### config.mk
export PLATFORM = sky130hd
export DESIGN_NAME = riscv_mem_arbiter_flat
export DESIGN_NICKNAME = d
export VERILOG_FILES = /design/src/rtl/riscv_mem_arb_pkg.sv /design/src/rtl/riscv_mem_arbiter_if.sv /design/src/rtl/riscv_mem_arb_id_fifo.sv /design/src/rtl/riscv_mem_arbiter.sv /design/src/flat_wrapper.sv
export SDC_FILE = /design/constraint.sdc
export NUM_CORES = 1
export LEC_CHECK = 0
export BUFFER_PORTS_ARGS = -buffer_cell sky130_fd_sc_hd__buf_4
export CAP_MARGIN = 20
export CORE_AREA = 2 2 107 109
export CTS_CLUSTER_SIZE = 20
export DETAILED_ROUTE_END_ITERATION = 6
export DIE_AREA = 0 0 109 111
export PLACE_DENSITY = 0.5
export SLEW_MARGIN = 20
export SYNTH_ARGS = -nofsm -noshare
export SYNTH_HDL_FRONTEND = slang
export SYNTH_SLANG_ARGS = --single-unit
### constraint.sdc
create_clock -name clk_i -period 1.4 [get_ports clk_i]
set_input_delay 0.07 -clock clk_i [delete_from_list [all_inputs] [get_ports clk_i]]
set_output_delay 0.07 -clock clk_i [all_outputs]
set_load 0.01 [all_outputs]
### src/rtl/riscv_mem_arb_pkg.sv
// Shared types for the instruction/data memory arbiter.
package riscv_mem_arb_pkg;

   localparam int unsigned DATA_W = 32;
   localparam int unsigned BE_W   = 4;

   typedef enum logic {REQ_INSTR = 1'b0, REQ_DATA = 1'b1} req_id_e;
   typedef enum logic {ARB_OPEN, ARB_LOCKED} arb_state_e;

endpackage

### src/rtl/riscv_mem_arbiter_if.sv
// Core-side and memory-side buses of the arbiter; slave = arbiter view, master = environment view.
interface riscv_mem_arbiter_if
   import riscv_mem_arb_pkg::*;
#(
   parameter int unsigned ADDR_WIDTH = 32
);
   logic                  instr_req_i;
   logic [ADDR_WIDTH-1:0] instr_addr_i;
   logic                  instr_gnt_o;
   logic                  instr_rvalid_o;
   logic [DATA_W-1:0]     instr_rdata_o;

   logic                  data_req_i;
   logic [ADDR_WIDTH-1:0] data_addr_i;
   logic                  data_we_i;
   logic [BE_W-1:0]       data_be_i;
   logic [DATA_W-1:0]     data_wdata_i;
   logic                  data_gnt_o;
   logic                  data_rvalid_o;
   logic [DATA_W-1:0]     data_rdata_o;
   logic                  data_err_o;

   logic                  mem_req_o;
   logic [ADDR_WIDTH-1:0] mem_addr_o;
   logic                  mem_we_o;
   logic [BE_W-1:0]       mem_be_o;
   logic [DATA_W-1:0]     mem_wdata_o;
   logic                  mem_gnt_i;
   logic                  mem_rvalid_i;
   logic [DATA_W-1:0]     mem_rdata_i;
   logic                  mem_err_i;

   logic                  protocol_err_o;

   modport slave (
      input  instr_req_i, instr_addr_i,
      input  data_req_i, data_addr_i, data_we_i, data_be_i, data_wdata_i,
      input  mem_gnt_i, mem_rvalid_i, mem_rdata_i, mem_err_i,
      output instr_gnt_o, instr_rvalid_o, instr_rdata_o,
      output data_gnt_o, data_rvalid_o, data_rdata_o, data_err_o,
      output mem_req_o, mem_addr_o, mem_we_o, mem_be_o, mem_wdata_o,
      output protocol_err_o
   );

   modport master (
      output instr_req_i, instr_addr_i,
      output data_req_i, data_addr_i, data_we_i, data_be_i, data_wdata_i,
      output mem_gnt_i, mem_rvalid_i, mem_rdata_i, mem_err_i,
      input  instr_gnt_o, instr_rvalid_o, instr_rdata_o,
      input  data_gnt_o, data_rvalid_o, data_rdata_o, data_err_o,
      input  mem_req_o, mem_addr_o, mem_we_o, mem_be_o, mem_wdata_o,
      input  protocol_err_o
   );

endinterface

### src/rtl/riscv_mem_arb_id_fifo.sv
// In-order FIFO of requester IDs for accepted-but-unanswered memory transfers.
module riscv_mem_arb_id_fifo
   import riscv_mem_arb_pkg::*;
#(
   parameter int unsigned DEPTH = 2
) (
   input  logic    clk_i,
   input  logic    rst_ni,
   input  logic    push_i,
   input  req_id_e id_i,
   input  logic    pop_i,
   output req_id_e head_o,
   output logic    empty_o,
   output logic    full_o
);

   localparam int unsigned PTR_W = (DEPTH > 1) ? $clog2(DEPTH) : 1;
   localparam int unsigned CNT_W = $clog2(DEPTH + 1);

   req_id_e            mem_q [DEPTH];
   logic [PTR_W-1:0]   wptr_q, wptr_d;
   logic [PTR_W-1:0]   rptr_q, rptr_d;
   logic [CNT_W-1:0]   cnt_q, cnt_d;
   logic               push_ok, pop_ok;

   function automatic logic [PTR_W-1:0] ptr_inc(input logic [PTR_W-1:0] p);
      return (p == PTR_W'(DEPTH - 1)) ? '0 : p + PTR_W'(1);
   endfunction

   assign full_o  = (cnt_q == CNT_W'(DEPTH));
   assign empty_o = (cnt_q == '0);
   assign push_ok = push_i & ~full_o;
   assign pop_ok  = pop_i & ~empty_o;
   assign head_o  = mem_q[rptr_q];

   always_comb begin
      wptr_d = push_ok ? ptr_inc(wptr_q) : wptr_q;
      rptr_d = pop_ok  ? ptr_inc(rptr_q) : rptr_q;
      cnt_d  = cnt_q;
      case ({push_ok, pop_ok})
         2'b10:   cnt_d = cnt_q + CNT_W'(1);
         2'b01:   cnt_d = cnt_q - CNT_W'(1);
         default: cnt_d = cnt_q;
      endcase
   end

   always_ff @(posedge clk_i or negedge rst_ni) begin
      if (!rst_ni) begin
         wptr_q <= '0;
         rptr_q <= '0;
         cnt_q  <= '0;
      end else begin
         wptr_q <= wptr_d;
         rptr_q <= rptr_d;
         cnt_q  <= cnt_d;
      end
   end

   // Storage needs no reset: entries are only read while counted valid.
   always_ff @(posedge clk_i) begin
      if (push_ok) mem_q[wptr_q] <= id_i;
   end

endmodule

### src/rtl/riscv_mem_arbiter.sv
// Shares one req/gnt/rvalid memory between instruction and data ports with in-order response routing.
// Optional build macro MEM_ARB_RR_EN: round-robin arbitration instead of fixed DATA>INSTR priority.
module riscv_mem_arbiter
   import riscv_mem_arb_pkg::*;
#(
   parameter int unsigned ADDR_WIDTH      = 32,
   parameter int unsigned MAX_OUTSTANDING = 2
) (
   input logic                 clk_i,
   input logic                 rst_ni,
   riscv_mem_arbiter_if.slave  bus
);

   arb_state_e            state_q, state_d;
   req_id_e               sel_q, sel_d, sel_c, prio_c, head;
   logic                  full, empty, mem_req_c, push, resp_valid;
   logic                  perr_q, perr_d;
   logic [ADDR_WIDTH-1:0] addr_c;

`ifdef MEM_ARB_RR_EN
   req_id_e               rr_q, rr_d;

   // Whoever was granted last yields when both request.
   assign prio_c = (rr_q == REQ_DATA) ? REQ_INSTR : REQ_DATA;
   assign rr_d   = push ? sel_c : rr_q;

   always_ff @(posedge clk_i or negedge rst_ni) begin
      if (!rst_ni) rr_q <= REQ_INSTR;
      else         rr_q <= rr_d;
   end
`else
   assign prio_c = REQ_DATA;
`endif

   assign mem_req_c = (bus.instr_req_i | bus.data_req_i) & ~full;
   assign push      = mem_req_c & bus.mem_gnt_i;

   // A stalled address phase keeps its owner until granted.
   always_comb begin
      sel_c = REQ_DATA;
      if (state_q == ARB_LOCKED)                   sel_c = sel_q;
      else if (bus.instr_req_i && bus.data_req_i)  sel_c = prio_c;
      else if (bus.instr_req_i)                    sel_c = REQ_INSTR;
   end

   always_comb begin
      state_d = state_q;
      sel_d   = sel_q;
      case (state_q)
         ARB_OPEN: begin
            if (mem_req_c && !bus.mem_gnt_i) begin
               state_d = ARB_LOCKED;
               sel_d   = sel_c;
            end
         end
         ARB_LOCKED: begin
            if (bus.mem_gnt_i) state_d = ARB_OPEN;
         end
         default: state_d = ARB_OPEN;
      endcase
   end

   always_ff @(posedge clk_i or negedge rst_ni) begin
      if (!rst_ni) begin
         state_q <= ARB_OPEN;
         sel_q   <= REQ_DATA;
         perr_q  <= 1'b0;
      end else begin
         state_q <= state_d;
         sel_q   <= sel_d;
         perr_q  <= perr_d;
      end
   end

   riscv_mem_arb_id_fifo #(
      .DEPTH (MAX_OUTSTANDING)
   ) u_id_fifo (
      .clk_i   (clk_i),
      .rst_ni  (rst_ni),
      .push_i  (push),
      .id_i    (sel_c),
      .pop_i   (bus.mem_rvalid_i),
      .head_o  (head),
      .empty_o (empty),
      .full_o  (full)
   );

   // Responses with nothing outstanding are dropped and flagged until reset.
   assign perr_d     = perr_q | (bus.mem_rvalid_i & empty);
   assign resp_valid = bus.mem_rvalid_i & ~empty;

   assign addr_c = (sel_c == REQ_DATA) ? bus.data_addr_i : bus.instr_addr_i;

   assign bus.mem_req_o   = mem_req_c;
   assign bus.mem_addr_o  = addr_c;
   assign bus.mem_we_o    = (sel_c == REQ_DATA) & bus.data_we_i;
   assign bus.mem_be_o    = (sel_c == REQ_DATA) ? bus.data_be_i : {BE_W{1'b1}};
   assign bus.mem_wdata_o = (sel_c == REQ_DATA) ? bus.data_wdata_i : '0;

   assign bus.instr_gnt_o = push & (sel_c == REQ_INSTR);
   assign bus.data_gnt_o  = push & (sel_c == REQ_DATA);

   assign bus.instr_rvalid_o = resp_valid & (head == REQ_INSTR);
   assign bus.data_rvalid_o  = resp_valid & (head == REQ_DATA);
   assign bus.data_err_o     = resp_valid & (head == REQ_DATA) & bus.mem_err_i;
   assign bus.instr_rdata_o  = bus.mem_rdata_i;
   assign bus.data_rdata_o   = bus.mem_rdata_i;

   assign bus.protocol_err_o = perr_q;

endmodule

### src/flat_wrapper.sv
// flat-port wrapper written by rule: the top's interface ports become plain ports
module riscv_mem_arbiter_flat import riscv_mem_arb_pkg::*;
#(
   parameter int unsigned ADDR_WIDTH      = 32,
   parameter int unsigned MAX_OUTSTANDING = 2
)
  (clk_i, rst_ni, bus_instr_req_i, bus_instr_addr_i, bus_data_req_i, bus_data_addr_i, bus_data_we_i, bus_data_be_i, bus_data_wdata_i, bus_mem_gnt_i, bus_mem_rvalid_i, bus_mem_rdata_i, bus_mem_err_i, bus_instr_gnt_o, bus_instr_rvalid_o, bus_instr_rdata_o, bus_data_gnt_o, bus_data_rvalid_o, bus_data_rdata_o, bus_data_err_o, bus_mem_req_o, bus_mem_addr_o, bus_mem_we_o, bus_mem_be_o, bus_mem_wdata_o, bus_protocol_err_o);
  riscv_mem_arbiter_if #(.ADDR_WIDTH(ADDR_WIDTH)) bus_i ();
  input logic clk_i;
  input logic rst_ni;
  input wire logic [$bits(bus_i.instr_req_i)-1:0] bus_instr_req_i;
  input wire logic [$bits(bus_i.instr_addr_i)-1:0] bus_instr_addr_i;
  input wire logic [$bits(bus_i.data_req_i)-1:0] bus_data_req_i;
  input wire logic [$bits(bus_i.data_addr_i)-1:0] bus_data_addr_i;
  input wire logic [$bits(bus_i.data_we_i)-1:0] bus_data_we_i;
  input wire logic [$bits(bus_i.data_be_i)-1:0] bus_data_be_i;
  input wire logic [$bits(bus_i.data_wdata_i)-1:0] bus_data_wdata_i;
  input wire logic [$bits(bus_i.mem_gnt_i)-1:0] bus_mem_gnt_i;
  input wire logic [$bits(bus_i.mem_rvalid_i)-1:0] bus_mem_rvalid_i;
  input wire logic [$bits(bus_i.mem_rdata_i)-1:0] bus_mem_rdata_i;
  input wire logic [$bits(bus_i.mem_err_i)-1:0] bus_mem_err_i;
  output wire logic [$bits(bus_i.instr_gnt_o)-1:0] bus_instr_gnt_o;
  output wire logic [$bits(bus_i.instr_rvalid_o)-1:0] bus_instr_rvalid_o;
  output wire logic [$bits(bus_i.instr_rdata_o)-1:0] bus_instr_rdata_o;
  output wire logic [$bits(bus_i.data_gnt_o)-1:0] bus_data_gnt_o;
  output wire logic [$bits(bus_i.data_rvalid_o)-1:0] bus_data_rvalid_o;
  output wire logic [$bits(bus_i.data_rdata_o)-1:0] bus_data_rdata_o;
  output wire logic [$bits(bus_i.data_err_o)-1:0] bus_data_err_o;
  output wire logic [$bits(bus_i.mem_req_o)-1:0] bus_mem_req_o;
  output wire logic [$bits(bus_i.mem_addr_o)-1:0] bus_mem_addr_o;
  output wire logic [$bits(bus_i.mem_we_o)-1:0] bus_mem_we_o;
  output wire logic [$bits(bus_i.mem_be_o)-1:0] bus_mem_be_o;
  output wire logic [$bits(bus_i.mem_wdata_o)-1:0] bus_mem_wdata_o;
  output wire logic [$bits(bus_i.protocol_err_o)-1:0] bus_protocol_err_o;
  assign bus_i.instr_req_i = bus_instr_req_i;
  assign bus_i.instr_addr_i = bus_instr_addr_i;
  assign bus_i.data_req_i = bus_data_req_i;
  assign bus_i.data_addr_i = bus_data_addr_i;
  assign bus_i.data_we_i = bus_data_we_i;
  assign bus_i.data_be_i = bus_data_be_i;
  assign bus_i.data_wdata_i = bus_data_wdata_i;
  assign bus_i.mem_gnt_i = bus_mem_gnt_i;
  assign bus_i.mem_rvalid_i = bus_mem_rvalid_i;
  assign bus_i.mem_rdata_i = bus_mem_rdata_i;
  assign bus_i.mem_err_i = bus_mem_err_i;
  assign bus_instr_gnt_o = bus_i.instr_gnt_o;
  assign bus_instr_rvalid_o = bus_i.instr_rvalid_o;
  assign bus_instr_rdata_o = bus_i.instr_rdata_o;
  assign bus_data_gnt_o = bus_i.data_gnt_o;
  assign bus_data_rvalid_o = bus_i.data_rvalid_o;
  assign bus_data_rdata_o = bus_i.data_rdata_o;
  assign bus_data_err_o = bus_i.data_err_o;
  assign bus_mem_req_o = bus_i.mem_req_o;
  assign bus_mem_addr_o = bus_i.mem_addr_o;
  assign bus_mem_we_o = bus_i.mem_we_o;
  assign bus_mem_be_o = bus_i.mem_be_o;
  assign bus_mem_wdata_o = bus_i.mem_wdata_o;
  assign bus_protocol_err_o = bus_i.protocol_err_o;
  riscv_mem_arbiter #(.ADDR_WIDTH(ADDR_WIDTH), .MAX_OUTSTANDING(MAX_OUTSTANDING)) u_core (.clk_i(clk_i), .rst_ni(rst_ni), .bus(bus_i));
endmodule
==> results.py <==
metrics = {
    "logic_synthesis": {
        "synth_area_per_cell_um2": 8.608,
        "seq_area_frac_synth_pct": 15.01,
        "synth.net_count": 324,
        "synth-edff-count": 2,
        "yosysWarningCount": 0,
        "syn-cell-area_um2": 1575,
        "synth-main-ff-cell": "sky130_fd_sc_hd__dfrtp_1",
        "synth-seq-cells": 9,
        "synthArstFlopShare_pct": 77.78,
        "synth_cells": 183,
        "post_synthesis_cell_type_count": 24,
    },
    "timing": {
        "count_of_final_setup_violators": 71,
        "final_worst_slack_ns": -0.4001,
        "fin_crit_sh_pct": 128.6,
        "maxSlewViolCount": 0,
        "final.hold.worst_slack_ns": 0.03421,
        "max_clock_freq_mhz": 555.5,
        "hold_viol_final": 0,
        "tightestPinTransition_ns": 0.2865,
        "skew_ns": 0.001602,
        "post-route-min-period_ns": 1.800,
        "rsz0062_at_grt": "yes",
        "tns_ns": -24.47,
        "max-slew-margin-rel_pct": 80.65,
    },
    "cells_and_area": {
        "fraction_of_layout_cells_with_a_size_suffix_above_1_pct": 79.10,
        "fill_cells": 1173,
        "most_common_cell_after_layout_fill_and_taps_aside": "sky130_fd_sc_hd__buf_4",
        "ff_latch_area_um2": 237.7,
        "final_net_count": 453,
        "antennaDiodeCount": 0,
        "areaGrowthSynthToFinish_pct": 82.45,
        "commonest_cells_after_routing_fill_and_taps_aside": "sky130_fd_sc_hd__buf_4 (191), sky130_fd_sc_hd__mux2_2 (32), sky130_fd_sc_hd__and2_1 (32)",
        "fin_util_pct": 25.95,
        "finish.instance_area_um2": 2874,
        "multi_input_comb_area_um2": 845.8,
    },
    "clock_tree": {
        "tritoncts.num_buffers": 3,
        "tritoncts": "built",
        "cts_htree_levels": 1,
        "ctsLongestPathBuffers": 2,
        "clkTransAtPathRegs_ns": 0.04,
        "worst_skew_pair.late_latency_ns": 0.24,
        "tritoncts_num_sinks": 9,
        "clockRootBuffer": "sky130_fd_sc_hd__clkbuf_16",
    },
    "hold_path": {
        "min_delay_path_depth": 2,
        "min-delay-path-class": "input pin to flop",
    },
    "pwr": {
        "max-vdd-ir-drop_uv": 650.0,
        "report.power.total_w": 0.003581,
        "p_leak_nw": 1.422,
        "power_density_nw_per_um2": 1246,
    },
    "placement": {
        "place_area_um2": 2673,
        "post_dp_hpwl_mm": 5.820,
        "globalplace.congestion": 0.7199,
        "port_buffers": 183,
    },
    "critical_path": {
        "critical_path.startpoint_type": "flop",
        "worstSetupEndpointType": "output port",
        "critical_path.max_fanout": 34,
        "cp_data_required_time_ns": 1.33,
        "crit-reg2reg-capture": "u_core.u_id_fifo.mem_q[1]",
        "timing.critical_path.slowest_stage_cell": "sky130_fd_sc_hd__dfrtp_1",
        "worstSetupEndpoint": "bus_mem_addr_o[30]",
        "count_of_cells_along_the_worst_register_to_register_path": 6,
        "worst-setup-path-type": "flop to output port",
        "cp-startpoint": "u_core.state_q",
        "ff2ff_setup_slack_ns": 0.02,
        "worstReg2RegStart": "u_core.state_q",
        "slowest_delay_ns": 0.38,
        "cp_cell_sequence": "inv_2, mux2i_4, buf_12, mux2_2, buf_4",
        "worstPathArrival_ns": 1.73,
    },
    "floorplanning": {
        "die-width_um": 109,
        "die_area_um2": 12100,
        "placeableCoreArea_um2": 11080,
        "io_pins": 280,
        "row_count": 39,
        "initial_core_util_pct": 14.22,
        "die-height_um": 111,
    },
    "drt": {
        "drt-initial-drc-count": 36,
        "routedWlPerCell_um": 14.48,
        "route.detailed.vias_per_inst": 3.590,
        "via_count": 1630,
        "detail_route.drc_violations": 0,
        "wirelength_mm": 6.574,
        "final_antenna_net_count": 0,
        "drt_pre_antenna_iters": 4,
    },
    "run_status": {
        "violated_checks": "negative setup slack",
        "status": "finished, violations left",
    },
    "global_routing": {
        "grt_use_total_pct": 10.18,
        "globalRouteOverflowTotal": 0,
        "grt_max_degree": 41,
        "wire_length_of_the_first_global_routing_pass_mm": 9.384,
        "grt_pass1_vias": 1661,
        "grt_antenna_before_repair": 0,
    },
    "run": {
        "cap_violations": 0,
    },
}
synth_stat cells, drive strengths merged (2+ instances only):
library cell  number  share of area, %
and2              34                14
buf               69                33
clkbuf             3              0.71
dfrtp              6               9.5
edfxtp             2               3.8
inv                6               1.4
mux2              32                23
mux2i              2               2.1
nand2b             5               2.0
nor2               8               1.9
nor2b              2              0.79
o41ai              2               1.1
xnor2              5               2.8
logic make-up after synthesis:
logic type	after synthesis	synth area share (%)
AO/OA/AOI/OAI	7	3.177
XOR/XNOR	5	2.780
adder cells (fa/ha/maj)	1	0.7942
buffers and inverters	78	35.11
flip-flops	9	15.01
multiplexers	34	24.94
AND/OR/NAND/NOR	49	18.19
layer usage:
| layer | track usage (%) | up-vias | part of all wire, % | wire, um |
|---|---|---|---|---|
| li1 | - | 782 | - | - |
| met1 | 12.72 | 714 | 40 | 2623 |
| met2 | 16.60 | 124 | 48 | 3165 |
| met3 | 3.410 | 10 | 11 | 714 |
| met4 | 2.650 | 0 | 1.1 | 70 |
| met5 | 0 | - | 0 | 0 |
worst min path at each step:
stage	slack, ns	startpoint	to
CTS	0.02	bus_mem_gnt_i	u_core.state_q
global route	0.04	bus_mem_gnt_i	u_core.state_q
finish	0.03	bus_mem_gnt_i	u_core.state_q
detailed placement	-0.11	rst_ni	u_core.bus.protocol_err_o
global placement	-0.11	rst_ni	u_core.u_id_fifo.cnt_q[1]
floorplan	-0.23	rst_ni	u_core.bus.protocol_err_o
power breakdown:
| group | leakage, nW | total, W | internal [W] | switching [W] |
|---|---|---|---|---|
| sequential | 0.0954 | 0.000487 | 0.000390 | 0.0000967 |
| combinational | 1.29 | 0.00258 | 0.00150 | 0.00108 |
| clock | 0.0382 | 0.000516 | 0.000382 | 0.000135 |
| total | 1.42 | 0.00358 | 0.00227 | 0.00131 |
cell type report:
| class | instances | area share, % |
|---|---|---|
| timing repair buffer | 196 | 52.11 |
| clock buffer | 4 | 2.743 |
| inverter | 6 | 1.219 |
| sequential | 9 | 8.272 |
| tap | 143 | 6.226 |
| multi-input combinational | 96 | 29.43 |
what timing repair did:
action	4_1_cts	5_1_grt
setup endpoints to repair	74	73
pin swaps	0	4
buffers inserted	1	4
endpoints found under the hold margin	7	0
hold buffers	1	0
gates resized for setup	8	11
critical path: cells and delay by family (launching register included):
kind	cells	cell delay, ns
buf+inv	3	0.47
flops	1	0.38
mux	2	0.62
per-stage QoR:
stage,setup WS [ns],cells
after global placement,-0.1406,444
after detailed placement,-0.1688,444
after floorplan,-0.02907,183
after CTS,-0.4075,450
final,-0.4001,454
after global routing,-0.4680,454
flip-flops by register name, summed over array words and instances, names as in the netlist:
register                   flops
u_core.bus.protocol_err_o      1
u_core.u_id_fifo.mem_q         2
u_core.u_id_fifo.wptr_q        1
u_core.state_q                 1
u_core.sel_q                   1
u_core.u_id_fifo.rptr_q        1
u_core.u_id_fifo.cnt_q         2
(Power assumes the default switching activity.)
